### src/rtl/dcache_mem_sched_if.sv
// Bundle of the dcache-side and memory-side handshakes of the dcache memory
// scheduler. The slave modport is the scheduler's view; master is the
// environment's (dcache + memory adapter) view.
interface dcache_mem_sched_if #(
    parameter int PLEN       = 32,
    parameter int LINE_WIDTH = 256,
    parameter int WAY_WIDTH  = 2,
    parameter int BUS_WIDTH  = 64
);
    // dcache miss request
    logic                  miss_req_valid_i;
    logic                  miss_req_ready_o;
    logic [PLEN-1:0]       miss_req_paddr_i;
    logic [WAY_WIDTH-1:0]  miss_req_victim_way_i;
    // dcache writeback request
    logic                  wb_req_valid_i;
    logic                  wb_req_ready_o;
    logic [PLEN-1:0]       wb_req_paddr_i;
    logic [LINE_WIDTH-1:0] wb_req_data_i;
    // refill towards the dcache
    logic                  refill_valid_o;
    logic                  refill_ready_i;
    logic [PLEN-1:0]       refill_paddr_o;
    logic [WAY_WIDTH-1:0]  refill_way_o;
    logic [LINE_WIDTH-1:0] refill_data_o;
    // burst address channel
    logic                  mem_req_valid_o;
    logic                  mem_req_ready_i;
    logic                  mem_req_we_o;
    logic [PLEN-1:0]       mem_req_addr_o;
    // write beat channel
    logic                  mem_wdata_valid_o;
    logic                  mem_wdata_ready_i;
    logic [BUS_WIDTH-1:0]  mem_wdata_o;
    logic                  mem_wdata_last_o;
    // read beats / write ack
    logic                  mem_rsp_valid_i;
    logic [BUS_WIDTH-1:0]  mem_rsp_data_i;
    logic                  mem_rsp_last_i;
    // status
    logic                  busy_o;

    modport slave (
        input  miss_req_valid_i, miss_req_paddr_i, miss_req_victim_way_i,
        output miss_req_ready_o,
        input  wb_req_valid_i, wb_req_paddr_i, wb_req_data_i,
        output wb_req_ready_o,
        output refill_valid_o, refill_paddr_o, refill_way_o, refill_data_o,
        input  refill_ready_i,
        output mem_req_valid_o, mem_req_we_o, mem_req_addr_o,
        input  mem_req_ready_i,
        output mem_wdata_valid_o, mem_wdata_o, mem_wdata_last_o,
        input  mem_wdata_ready_i,
        input  mem_rsp_valid_i, mem_rsp_data_i, mem_rsp_last_i,
        output busy_o
    );

    modport master (
        output miss_req_valid_i, miss_req_paddr_i, miss_req_victim_way_i,
        input  miss_req_ready_o,
        output wb_req_valid_i, wb_req_paddr_i, wb_req_data_i,
        input  wb_req_ready_o,
        input  refill_valid_o, refill_paddr_o, refill_way_o, refill_data_o,
        output refill_ready_i,
        input  mem_req_valid_o, mem_req_we_o, mem_req_addr_o,
        output mem_req_ready_i,
        input  mem_wdata_valid_o, mem_wdata_o, mem_wdata_last_o,
        output mem_wdata_ready_i,
        output mem_rsp_valid_i, mem_rsp_data_i, mem_rsp_last_i,
        input  busy_o
    );
endinterface

### src/rtl/dcache_mem_sched.sv
// dcache memory scheduler: holds one miss and one dirty-line writeback and
// serialises them as line bursts on a single memory port. Writebacks win
// arbitration so dirty data always reaches memory before a re-read of the
// same line. Read beats are packed into a full line and returned as a refill.
module dcache_mem_sched #(
    parameter int PLEN       = 32,
    parameter int LINE_WIDTH = 256,
    parameter int WAY_WIDTH  = 2,
    parameter int BUS_WIDTH  = 64
) (
    input  logic               clk_i,
    input  logic               rst_ni,
    dcache_mem_sched_if.slave  bus
);
    localparam int NBEAT  = LINE_WIDTH / BUS_WIDTH;
    localparam int BEAT_W = $clog2(NBEAT);
    localparam int OFF_W  = $clog2(LINE_WIDTH / 8);
    localparam logic [BEAT_W-1:0] LAST_BEAT = BEAT_W'(NBEAT - 1);
    localparam logic [PLEN-1:0]   OFF_MASK  = PLEN'((64'd1 << OFF_W) - 64'd1);

    typedef enum logic [2:0] {
        S_IDLE    = 3'd0,
        S_WB_ADDR = 3'd1,
        S_WB_DATA = 3'd2,
        S_WB_ACK  = 3'd3,
        S_RD_ADDR = 3'd4,
        S_RD_DATA = 3'd5,
        S_REFILL  = 3'd6
    } state_e;

    state_e                              state_r;
    state_e                              state_s;
    logic                                miss_buf_v_r;
    logic [PLEN-1:0]                     miss_paddr_r;
    logic [WAY_WIDTH-1:0]                miss_way_r;
    logic                                wb_buf_v_r;
    logic [PLEN-1:0]                     wb_paddr_r;
    logic [NBEAT-1:0][BUS_WIDTH-1:0]     wb_data_r;
    logic [BEAT_W-1:0]                   beat_r;
    logic [NBEAT-1:0][BUS_WIDTH-1:0]     line_r;

    logic miss_acc_s;
    logic wb_acc_s;
    logic miss_done_s;
    logic wb_done_s;
    logic beat_clr_s;
    logic beat_inc_s;
    logic line_clr_s;
    logic line_wr_s;

    // Strip the byte offset so every burst and refill is line aligned.
    function automatic logic [PLEN-1:0] line_align(input logic [PLEN-1:0] a);
        return a & ~OFF_MASK;
    endfunction

    assign miss_acc_s = bus.miss_req_valid_i & ~miss_buf_v_r;
    assign wb_acc_s   = bus.wb_req_valid_i & ~wb_buf_v_r;

    // Outputs decode directly from registered state/buffers, so they are
    // stable for as long as the FSM waits on the corresponding ready.
    assign bus.miss_req_ready_o  = ~miss_buf_v_r;
    assign bus.wb_req_ready_o    = ~wb_buf_v_r;
    assign bus.mem_req_valid_o   = (state_r == S_WB_ADDR) || (state_r == S_RD_ADDR);
    assign bus.mem_req_we_o      = (state_r == S_WB_ADDR);
    assign bus.mem_req_addr_o    = (state_r == S_WB_ADDR) ? wb_paddr_r : miss_paddr_r;
    assign bus.mem_wdata_valid_o = (state_r == S_WB_DATA);
    assign bus.mem_wdata_o       = wb_data_r[beat_r];
    assign bus.mem_wdata_last_o  = (state_r == S_WB_DATA) && (beat_r == LAST_BEAT);
    assign bus.refill_valid_o    = (state_r == S_REFILL);
    assign bus.refill_paddr_o    = miss_paddr_r;
    assign bus.refill_way_o      = miss_way_r;
    assign bus.refill_data_o     = line_r;
    assign bus.busy_o            = (state_r != S_IDLE) || miss_buf_v_r || wb_buf_v_r;

    // FSM state register.
    always_ff @(posedge clk_i) begin
        if (!rst_ni) begin
            state_r <= S_IDLE;
        end else begin
            state_r <= state_s;
        end
    end

    // Next-state and datapath strobes; IDLE always costs one cycle between bursts.
    always_comb begin
        state_s     = state_r;
        miss_done_s = 1'b0;
        wb_done_s   = 1'b0;
        beat_clr_s  = 1'b0;
        beat_inc_s  = 1'b0;
        line_clr_s  = 1'b0;
        line_wr_s   = 1'b0;
        case (state_r)
            S_IDLE: begin
                if (wb_buf_v_r) begin
                    state_s = S_WB_ADDR;
                end else if (miss_buf_v_r) begin
                    state_s = S_RD_ADDR;
                end else begin
                    state_s = S_IDLE;
                end
            end
            S_WB_ADDR: begin
                if (bus.mem_req_ready_i) begin
                    state_s    = S_WB_DATA;
                    beat_clr_s = 1'b1;
                end else begin
                    state_s = S_WB_ADDR;
                end
            end
            S_WB_DATA: begin
                if (bus.mem_wdata_ready_i) begin
                    beat_inc_s = 1'b1;
                    if (beat_r == LAST_BEAT) begin
                        state_s = S_WB_ACK;
                    end else begin
                        state_s = S_WB_DATA;
                    end
                end else begin
                    state_s = S_WB_DATA;
                end
            end
            S_WB_ACK: begin
                if (bus.mem_rsp_valid_i) begin
                    wb_done_s = 1'b1;
                    state_s   = S_IDLE;
                end else begin
                    state_s = S_WB_ACK;
                end
            end
            S_RD_ADDR: begin
                if (bus.mem_req_ready_i) begin
                    state_s    = S_RD_DATA;
                    beat_clr_s = 1'b1;
                    line_clr_s = 1'b1;
                end else begin
                    state_s = S_RD_ADDR;
                end
            end
            S_RD_DATA: begin
                if (bus.mem_rsp_valid_i) begin
                    line_wr_s  = 1'b1;
                    beat_inc_s = 1'b1;
                    // An early last is a protocol error; the unwritten slices stay zero.
                    if (bus.mem_rsp_last_i || (beat_r == LAST_BEAT)) begin
                        state_s = S_REFILL;
                    end else begin
                        state_s = S_RD_DATA;
                    end
                end else begin
                    state_s = S_RD_DATA;
                end
            end
            S_REFILL: begin
                if (bus.refill_ready_i) begin
                    miss_done_s = 1'b1;
                    state_s     = S_IDLE;
                end else begin
                    state_s = S_REFILL;
                end
            end
            default: begin
                state_s = S_IDLE;
            end
        endcase
    end

    // Request buffers, beat counter and refill line assembly.
    always_ff @(posedge clk_i) begin
        if (!rst_ni) begin
            miss_buf_v_r <= 1'b0;
            miss_paddr_r <= '0;
            miss_way_r   <= '0;
            wb_buf_v_r   <= 1'b0;
            wb_paddr_r   <= '0;
            wb_data_r    <= '0;
            beat_r       <= '0;
            line_r       <= '0;
        end else begin
            if (miss_acc_s) begin
                miss_buf_v_r <= 1'b1;
                miss_paddr_r <= line_align(bus.miss_req_paddr_i);
                miss_way_r   <= bus.miss_req_victim_way_i;
            end else if (miss_done_s) begin
                miss_buf_v_r <= 1'b0;
            end
            if (wb_acc_s) begin
                wb_buf_v_r <= 1'b1;
                wb_paddr_r <= line_align(bus.wb_req_paddr_i);
                wb_data_r  <= bus.wb_req_data_i;
            end else if (wb_done_s) begin
                wb_buf_v_r <= 1'b0;
            end
            if (beat_clr_s) begin
                beat_r <= '0;
            end else if (beat_inc_s) begin
                beat_r <= beat_r + BEAT_W'(1);
            end
            if (line_clr_s) begin
                line_r <= '0;
            end else if (line_wr_s) begin
                line_r[beat_r] <= bus.mem_rsp_data_i;
            end
        end
    end
endmodule

### src/flat_wrapper.sv
// flat-port wrapper written by rule: the top's interface ports become plain ports
module dcache_mem_sched_flat 
#(
    parameter int PLEN       = 32,
    parameter int LINE_WIDTH = 256,
    parameter int WAY_WIDTH  = 2,
    parameter int BUS_WIDTH  = 64
)
  (clk_i, rst_ni, bus_miss_req_valid_i, bus_miss_req_paddr_i, bus_miss_req_victim_way_i, bus_miss_req_ready_o, bus_wb_req_valid_i, bus_wb_req_paddr_i, bus_wb_req_data_i, bus_wb_req_ready_o, bus_refill_valid_o, bus_refill_paddr_o, bus_refill_way_o, bus_refill_data_o, bus_refill_ready_i, bus_mem_req_valid_o, bus_mem_req_we_o, bus_mem_req_addr_o, bus_mem_req_ready_i, bus_mem_wdata_valid_o, bus_mem_wdata_o, bus_mem_wdata_last_o, bus_mem_wdata_ready_i, bus_mem_rsp_valid_i, bus_mem_rsp_data_i, bus_mem_rsp_last_i, bus_busy_o);
  dcache_mem_sched_if #(.PLEN(PLEN), .LINE_WIDTH(LINE_WIDTH), .WAY_WIDTH(WAY_WIDTH), .BUS_WIDTH(BUS_WIDTH)) bus_i ();
  input  logic clk_i;
  input  logic rst_ni;
  input wire logic [$bits(bus_i.miss_req_valid_i)-1:0] bus_miss_req_valid_i;
  input wire logic [$bits(bus_i.miss_req_paddr_i)-1:0] bus_miss_req_paddr_i;
  input wire logic [$bits(bus_i.miss_req_victim_way_i)-1:0] bus_miss_req_victim_way_i;
  output wire logic [$bits(bus_i.miss_req_ready_o)-1:0] bus_miss_req_ready_o;
  input wire logic [$bits(bus_i.wb_req_valid_i)-1:0] bus_wb_req_valid_i;
  input wire logic [$bits(bus_i.wb_req_paddr_i)-1:0] bus_wb_req_paddr_i;
  input wire logic [$bits(bus_i.wb_req_data_i)-1:0] bus_wb_req_data_i;
  output wire logic [$bits(bus_i.wb_req_ready_o)-1:0] bus_wb_req_ready_o;
  output wire logic [$bits(bus_i.refill_valid_o)-1:0] bus_refill_valid_o;
  output wire logic [$bits(bus_i.refill_paddr_o)-1:0] bus_refill_paddr_o;
  output wire logic [$bits(bus_i.refill_way_o)-1:0] bus_refill_way_o;
  output wire logic [$bits(bus_i.refill_data_o)-1:0] bus_refill_data_o;
  input wire logic [$bits(bus_i.refill_ready_i)-1:0] bus_refill_ready_i;
  output wire logic [$bits(bus_i.mem_req_valid_o)-1:0] bus_mem_req_valid_o;
  output wire logic [$bits(bus_i.mem_req_we_o)-1:0] bus_mem_req_we_o;
  output wire logic [$bits(bus_i.mem_req_addr_o)-1:0] bus_mem_req_addr_o;
  input wire logic [$bits(bus_i.mem_req_ready_i)-1:0] bus_mem_req_ready_i;
  output wire logic [$bits(bus_i.mem_wdata_valid_o)-1:0] bus_mem_wdata_valid_o;
  output wire logic [$bits(bus_i.mem_wdata_o)-1:0] bus_mem_wdata_o;
  output wire logic [$bits(bus_i.mem_wdata_last_o)-1:0] bus_mem_wdata_last_o;
  input wire logic [$bits(bus_i.mem_wdata_ready_i)-1:0] bus_mem_wdata_ready_i;
  input wire logic [$bits(bus_i.mem_rsp_valid_i)-1:0] bus_mem_rsp_valid_i;
  input wire logic [$bits(bus_i.mem_rsp_data_i)-1:0] bus_mem_rsp_data_i;
  input wire logic [$bits(bus_i.mem_rsp_last_i)-1:0] bus_mem_rsp_last_i;
  output wire logic [$bits(bus_i.busy_o)-1:0] bus_busy_o;
  assign bus_i.miss_req_valid_i = bus_miss_req_valid_i;
  assign bus_i.miss_req_paddr_i = bus_miss_req_paddr_i;
  assign bus_i.miss_req_victim_way_i = bus_miss_req_victim_way_i;
  assign bus_miss_req_ready_o = bus_i.miss_req_ready_o;
  assign bus_i.wb_req_valid_i = bus_wb_req_valid_i;
  assign bus_i.wb_req_paddr_i = bus_wb_req_paddr_i;
  assign bus_i.wb_req_data_i = bus_wb_req_data_i;
  assign bus_wb_req_ready_o = bus_i.wb_req_ready_o;
  assign bus_refill_valid_o = bus_i.refill_valid_o;
  assign bus_refill_paddr_o = bus_i.refill_paddr_o;
  assign bus_refill_way_o = bus_i.refill_way_o;
  assign bus_refill_data_o = bus_i.refill_data_o;
  assign bus_i.refill_ready_i = bus_refill_ready_i;
  assign bus_mem_req_valid_o = bus_i.mem_req_valid_o;
  assign bus_mem_req_we_o = bus_i.mem_req_we_o;
  assign bus_mem_req_addr_o = bus_i.mem_req_addr_o;
  assign bus_i.mem_req_ready_i = bus_mem_req_ready_i;
  assign bus_mem_wdata_valid_o = bus_i.mem_wdata_valid_o;
  assign bus_mem_wdata_o = bus_i.mem_wdata_o;
  assign bus_mem_wdata_last_o = bus_i.mem_wdata_last_o;
  assign bus_i.mem_wdata_ready_i = bus_mem_wdata_ready_i;
  assign bus_i.mem_rsp_valid_i = bus_mem_rsp_valid_i;
  assign bus_i.mem_rsp_data_i = bus_mem_rsp_data_i;
  assign bus_i.mem_rsp_last_i = bus_mem_rsp_last_i;
  assign bus_busy_o = bus_i.busy_o;
  dcache_mem_sched #(.PLEN(PLEN), .LINE_WIDTH(LINE_WIDTH), .WAY_WIDTH(WAY_WIDTH), .BUS_WIDTH(BUS_WIDTH)) u_core (.clk_i(clk_i), .rst_ni(rst_ni), .bus(bus_i));
endmodule
### config.mk
export PLATFORM = sky130hd
export DESIGN_NAME = dcache_mem_sched_flat
export DESIGN_NICKNAME = d
export VERILOG_FILES = /design/src/rtl/dcache_mem_sched_if.sv /design/src/rtl/dcache_mem_sched.sv /design/src/flat_wrapper.sv
export SDC_FILE = /design/constraint.sdc
export NUM_CORES = 1
export LEC_CHECK = 0
export CORE_AREA = 2 2 307 309
export CTS_CLUSTER_SIZE = 14
export DETAILED_ROUTE_END_ITERATION = 7
export DIE_AREA = 0 0 309 311
export PLACE_DENSITY = 0.48
export SYNTH_ARGS = -nofsm -noshare
export SYNTH_HDL_FRONTEND = slang
export SYNTH_SLANG_ARGS = --single-unit
### constraint.sdc
create_clock -name clk_i -period 2.48 [get_ports clk_i]
set_input_delay 0.496 -clock clk_i [delete_from_list [all_inputs] [get_ports clk_i]]
set_output_delay 0.496 -clock clk_i [all_outputs]
set_load 0.02 [all_outputs]
==> results.json, run 1 <==
{
  "timing.critical_path.mode_cell": "buf_6",
  "initial_utilization_pct": 24.38,
  "fp.dieArea_um2": 96100,
  "postRouteAntennaNets": 0,
  "fin_tns_setup_ns": -1.304,
  "finalHoldViolCount": 0,
  "synth_area_per_cell_um2": 8.350,
  "violations": "setup timing",
  "crit_type": "flip-flop to output pin",
  "dr.pass1.iters": 5,
  "yosysUniqueCellTypes": 35,
  "cpPeakStageDelay_ns": 0.33,
  "crit_slowest_cell": "dfxtp_2",
  "layout.nets": 3800,
  "dpl_cell_area_um2": 31970,
  "syn_to_final_growth_pct": 54.34,
  "dr.first_iter.drc_count": 1569,
  "routed_wl_um": 102600,
  "coreArea_um2": 92770,
  "grt_max_degree": 124,
  "fin_skew_ns": 0.02983,
  "gp_congestion": 0.8288,
  "regToRegStartpoint": "u_core.beat_r[0]",
  "clock_latency_ns": 0.61,
  "end_kind": "output pin",
  "outcome": "finished, violations left",
  "vias_per_cell": 4.735,
  "setup_violations": 49,
  "synth_edf_count": 0,
  "drive_above_1_share_pct": 12.48,
  "layout_setup_ws_ns": -0.06522,
  "cts_max_path_buffers": 3,
  "grtUsageMet1_pct": 24.46,
  "grt_pass1_vias": 21820,
  "finalCriticalPeriod_ns": 2.545,
  "ys_seq_area_share_pct": 50.89,
  "power_density_nw_per_um2": 670.2,
  "whs_path_depth": 3,
  "overflow": 0,
  "synthFlopType": "dfxtp_1",
  "fin_crit_sh_pct": 102.6,
  "arrival_ns": 2.05,
  "antenna_found_initial": 19,
  "r2r.worst_path.cells": 7,
  "fin_util_pct": 37.63,
  "path_cells": "nor3b_4, buf_6, buf_12, buf_4, mux2_4, buf_6",
  "rsz0062_at_grt": "yes",
  "final_area_um2": 34910,
  "cts_tree": "built",
  "min_path_type": "input port to flip-flop",
  "finalNonFillerCells": 4717,
  "grt_pass1_wl_um": 149100,
  "die-width_um": 309,
  "cts.sinks": 575,
  "setup.worst_path.start": "u_core.state_r[2]",
  "cts_root_buffer": "clkbuf_16",
  "io_buffers": 768,
  "synthArstFlopShare_pct": 0,
  "final_max_slew_viol_count": 0,
  "holdWs_ns": 0.4234,
  "vias": 22340,
  "clk_pin_slew_ns": 0.06,
  "cts-buffers-inserted": 71,
  "worst_pin_slew_ns": 0.9469,
  "dp.cells": 4557,
  "grtUsageTotal_pct": 20.49,
  "drc_errors": 0,
  "slew_headroom_pct": 36.87,
  "pin_count": 789,
  "rows": 112,
  "synth_cells": 2709,
  "hpwl_um": 71160,
  "p_leak_nw": 12.14,
  "worst_ep_required_time_ns": 1.98,
  "grt_use_met3_pct": 6.035,
  "top_usage_layer": "met2",
  "ir_drop_v": 0.0005764,
  "met2_usage_pct": 34.54,
  "h-tree-depth": 3,
  "crit_path_max_fanout": 7,
  "ys.warnings.count": 0,
  "synth_seq_cells": 575,
  "max_freq_mhz": 392.9,
  "netlist_area_um2": 22620,
  "maxCapViolCount": 0,
  "crit_path_start_kind": "flip-flop",
  "wl_per_cell_um": 21.74,
  "die_y_um": 311,
  "min_from": "bus_wb_req_data_i[127]"
}
cell families (layout without fill, tap and decap cells):
logic type | count (synthesis) | in the layout | share of synthesized area [%]
buffers and inverters | 284 | 1019 | 5.598
AND/OR/NAND/NOR | 911 | 911 | 16.80
flip-flops | 575 | 575 | 50.89
XOR/XNOR | 1 | 1 | 0.03873
other | 1 | 20 | 0.01658
adder cells (fa/ha/maj) | 4 | 4 | 0.2213
AO/OA/AOI/OAI | 842 | 842 | 18.72
multiplexers | 91 | 91 | 7.716
metal layers:
layer	vias to the layer above	routed length, um
met5	-	101
met4	14	3630
met3	158	7967
met2	720	49370
met1	10740	41500
li1	10700	-
power breakdown:
group,internal (mW),switching [mW]
Sequential,9.57,0.190
Clock,6.07,4.37
Combinational,1.55,1.65
flip-flops by register name (all words and copies together), names as in the netlist:
register and flops:
u_core.bus.refill_paddr_o 27, u_core.wb_paddr_r 27, u_core.beat_r 2, u_core.wb_data_r 256
u_core.bus.refill_way_o 2, u_core.miss_buf_v_r 1, u_core.wb_buf_v_r 1, u_core.state_r 3
u_core.bus.refill_data_o 256
metrics by stage:
| stage | worst slack (ns) | power [mW] |
|---|---|---|
| 2_1_floorplan | 0.4171 | 11.29 |
| 3_3_place_gp | 0.03960 | 12.92 |
| 3_5_place_dp | 0.04420 | 12.93 |
| 4_1_cts | -0.1433 | 23.64 |
| 5_1_grt | -0.1372 | 24.28 |
| 6_report | -0.06522 | 23.40 |
repair_timing:
item | CTS | global route
endpoints found under the hold margin | 0 | 0
setup buffers | 20 | 3
hold buffers | 0 | 0
resized for setup | 541 | 76
cloned | 6 | 1
pin swaps | 1 | 1
endpoints found under the setup margin | 97 | 91
synthesized netlist by cell type (4+ instances only):
library cell / number / area [um^2]
o21ai_1: 7 / 35.03
clkbuf_1: 137 / 514.2
buf_2: 115 / 575.6
nor2_1: 9 / 33.78
o21ai_0: 257 / 1286
ha_1: 4 / 50.05
dfxtp_1: 575 / 11510
nand2_1: 628 / 2357
mux4_2: 64 / 1441
inv_1: 5 / 18.77
buf_4: 15 / 112.6
mux2_2: 27 / 304.0
buf_1: 7 / 26.28
nand3_1: 257 / 1286
a31oi_1: 4 / 25.02
a21oi_1: 570 / 2853
critical path, delay by kind of cell (launching register included):
family                 cells  cell delay [ns]
DFF                        1             0.33
and+or+nand+nor            1             0.23
buffers and inverters      4             0.56
muxes                      1             0.29
layout by cell type, fill, tap and decap left out, drive strengths merged, types with 10 or more instances in the layout:
master,count
clkdlybuf4s50,671
nand2,628
dfxtp,575
a21oi,570
o21ai,264
nand3,257
buf,206
clkbuf,105
mux4,64
mux2,27
inv,15
clkinv,12
diode,10
conb,10
final timing paths:
path,to,slack [ns]
max,bus_mem_req_addr_o[27],-0.07
min,u_core.wb_data_r[127],0.42
max reg2reg,u_core.bus.refill_data_o[218],0.18
min reg2reg,u_core.wb_data_r[171],0.45
layout make-up:
type / count / area (um^2)
Timing Repair Buffer: 884 / 9365
Clock buffer: 104 / 2081
Antenna cell: 10 / 25.02
Multi-Input combinational cell: 1859 / 10070
Clock inverter: 21 / 234.0
Fill cell: 9743 / 57860
Inverter: 10 / 45.04
Sequential cell: 575 / 11520
Tap cell: 1254 / 1569
Note: power is estimated with default switching activity, not from simulation.
==> run 2: changes to the inputs <==
Settings changed: CTS_BUF_LIST set to sky130_fd_sc_hd__clkbuf_8.
==> run 2 against run 1 <==
The flow still finishes with violations (setup timing). Sequential share of layout area increased by 0.11 points. Sequential power about the same. Clock skew increased by 0.026 ns. Cell count increased by 1.6%. Combinational power increased by 2%. Critical path type unchanged. Highest routed layer unchanged.
==> results.json, run 2 (synthesis gave the netlist of run 1 again) <==
{
  "outcome": "finished, violations left",
  "violations": "setup timing",
  "vias_per_cell": 4.696,
  "layout_setup_ws_ns": -0.2014,
  "dr_wl_met2_um": 49510,
  "cts_max_path_buffers": 3,
  "fin_crit_sh_pct": 108.1,
  "dpl_cell_area_um2": 31970,
  "p_leak_nw": 12.28,
  "vias": 22510,
  "cts_tree": "built",
  "min_from": "bus_wb_req_data_i[249]",
  "rsz0062_at_grt": "yes",
  "dr.first_iter.drc_count": 1648,
  "final_cell_mix": "671 x clkdlybuf4s50_1, 628 x nand2_1, 570 x a21oi_1, 569 x dfxtp_1",
  "rows": 112,
  "h-tree-depth": 3,
  "reg2reg_setup_slack_ns": 0.27,
  "end_kind": "output pin",
  "setup.worst_path.start": "u_core.beat_r[0]",
  "final_max_slew_viol_count": 0,
  "clock_latency_ns": 0.75,
  "holdBufCountCts": 0,
  "die-width_um": 309,
  "critPathTopFamily": "multiplexers",
  "initial_utilization_pct": 24.38,
  "slew_headroom_pct": 37.76,
  "ir_drop_v": 0.0003495,
  "fin_tns_setup_ns": -13.10,
  "cts.sinks": 575,
  "wl_met1_um": 40660,
  "path_buf_inv": 3,
  "regToRegStartpoint": "u_core.beat_r[0]",
  "max_freq_mhz": 372.9,
  "layout.nets": 3847,
  "grtUsageTotal_pct": 20.53,
  "top_layer_used": "met5",
  "dr.pass1.iters": 8,
  "power_density_nw_per_um2": 637.0,
  "wl_per_cell_um": 21.39,
  "crit_path_max_fanout": 8,
  "drc_errors": 0,
  "fp.dieArea_um2": 96100,
  "drive_above_1_share_pct": 13.75,
  "rr_endpoint": "u_core.state_r[0]",
  "final_area_um2": 34800,
  "arrival_ns": 2.19,
  "grt_pass1_wl_um": 148800,
  "clk_pin_slew_ns": 0.06,
  "seq_area_um2": 11520,
  "die_y_um": 311,
  "grt_max_degree": 124,
  "io_buffers": 768,
  "cpPeakStageDelay_ns": 0.55,
  "setup_violations": 91,
  "cts-buffers-inserted": 106,
  "multiInputGateArea_um2": 10070,
  "finalHoldViolCount": 0,
  "wl_met3_um": 9021,
  "whs_endpoint": "u_core.wb_data_r[249]",
  "crit_slowest_cell": "mux4_2",
  "min_path_type": "input port to flip-flop",
  "nFillCells": 9769,
  "gp_congestion": 0.8288,
  "crit_path_start_kind": "flip-flop",
  "hpwl_um": 71160,
  "worst_ep_required_time_ns": 1.98,
  "coreArea_um2": 92770,
  "r2r.worst_path.cells": 7,
  "postRouteAntennaNets": 0,
  "crit_type": "flip-flop to output pin",
  "fin_skew_ns": 0.05545,
  "power_mw": 22.17,
  "holdWs_ns": 0.2909,
  "final_common_cell": "clkdlybuf4s50_1",
  "antenna_found_initial": 22,
  "cts_root_buffer": "clkbuf_8",
  "path_cells": "buf_12, buf_16, mux4_2, buf_6",
  "syn_to_final_growth_pct": 53.85,
  "overflow": 0,
  "grt_pass1_vias": 21940,
  "worst_pin_slew_ns": 0.9335,
  "pin_count": 789,
  "finalCriticalPeriod_ns": 2.681,
  "whs_path_depth": 3,
  "maxCapViolCount": 0,
  "routed_wl_um": 102500
}
## run 2: tightest hold or removal path, stage by stage
cell and delay (ns):
clkdlybuf4s50_1 0.39, nand2_1 0.05, a21oi_1 0.05
## run 2: how the worst max path moves through the flow
stage | endpoint | slack [ns] | cells past startpoint
2_1_floorplan | bus_mem_wdata_o[21] | 0.42 | 4
3_3_place_gp | bus_mem_wdata_o[27] | 0.04 | 3
3_5_place_dp | bus_mem_wdata_o[27] | 0.04 | 3
4_1_cts | bus_mem_wdata_o[47] | -0.35 | 4
5_1_grt | bus_mem_wdata_o[47] | -0.33 | 4
6_report | bus_mem_wdata_o[47] | -0.20 | 4
## run 2: area by class of cell
| class | instances | area share [%] |
|---|---|---|
| clock buffer | 133 | 5.260 |
| multi-input combinational | 1859 | 28.94 |
| antenna | 13 | 0.09348 |
| sequential | 575 | 33.11 |
| inverter | 10 | 0.1294 |
| tap | 1254 | 4.509 |
| timing repair buffer | 896 | 27.16 |
| clock inverter | 53 | 0.7982 |
## run 2: timing repair
action	4_1_cts	5_1_grt
resized for setup	546	51
setup endpoints to repair	97	93
cloned	7	0
setup buffers	22	9
pin swaps	1	0
## run 2: per-layer routing
layer / global-route usage [%] / vias to the layer above
li1: - / 10810
met1: 24.13 / 10740
met2: 34.32 / 775
met3: 7.070 / 172
met4: 7.624 / 14
met5: 0 / -
## run 2: where the power goes
part           internal (mW)  total, mW  switching (mW)  leakage [nW]
combinational           1.60       3.26            1.66          6.37
clock                   4.91       9.15            4.24          1.23
sequential              9.57       9.77           0.193          4.68
total                   16.1       22.2            6.09          12.3
## run 2: stage by stage
| stage | setup WS, ns | std cells | utilization (%) |
|---|---|---|---|
| after floorplan | 0.4171 | 2718 | - |
| after global placement | 0.03960 | 4557 | 34.47 |
| after detailed placement | 0.04420 | 4557 | 34.47 |
| after CTS | -0.3489 | 4772 | 37.24 |
| after global routing | -0.3305 | 4788 | 37.50 |
| final | -0.2014 | 4793 | 37.51 |
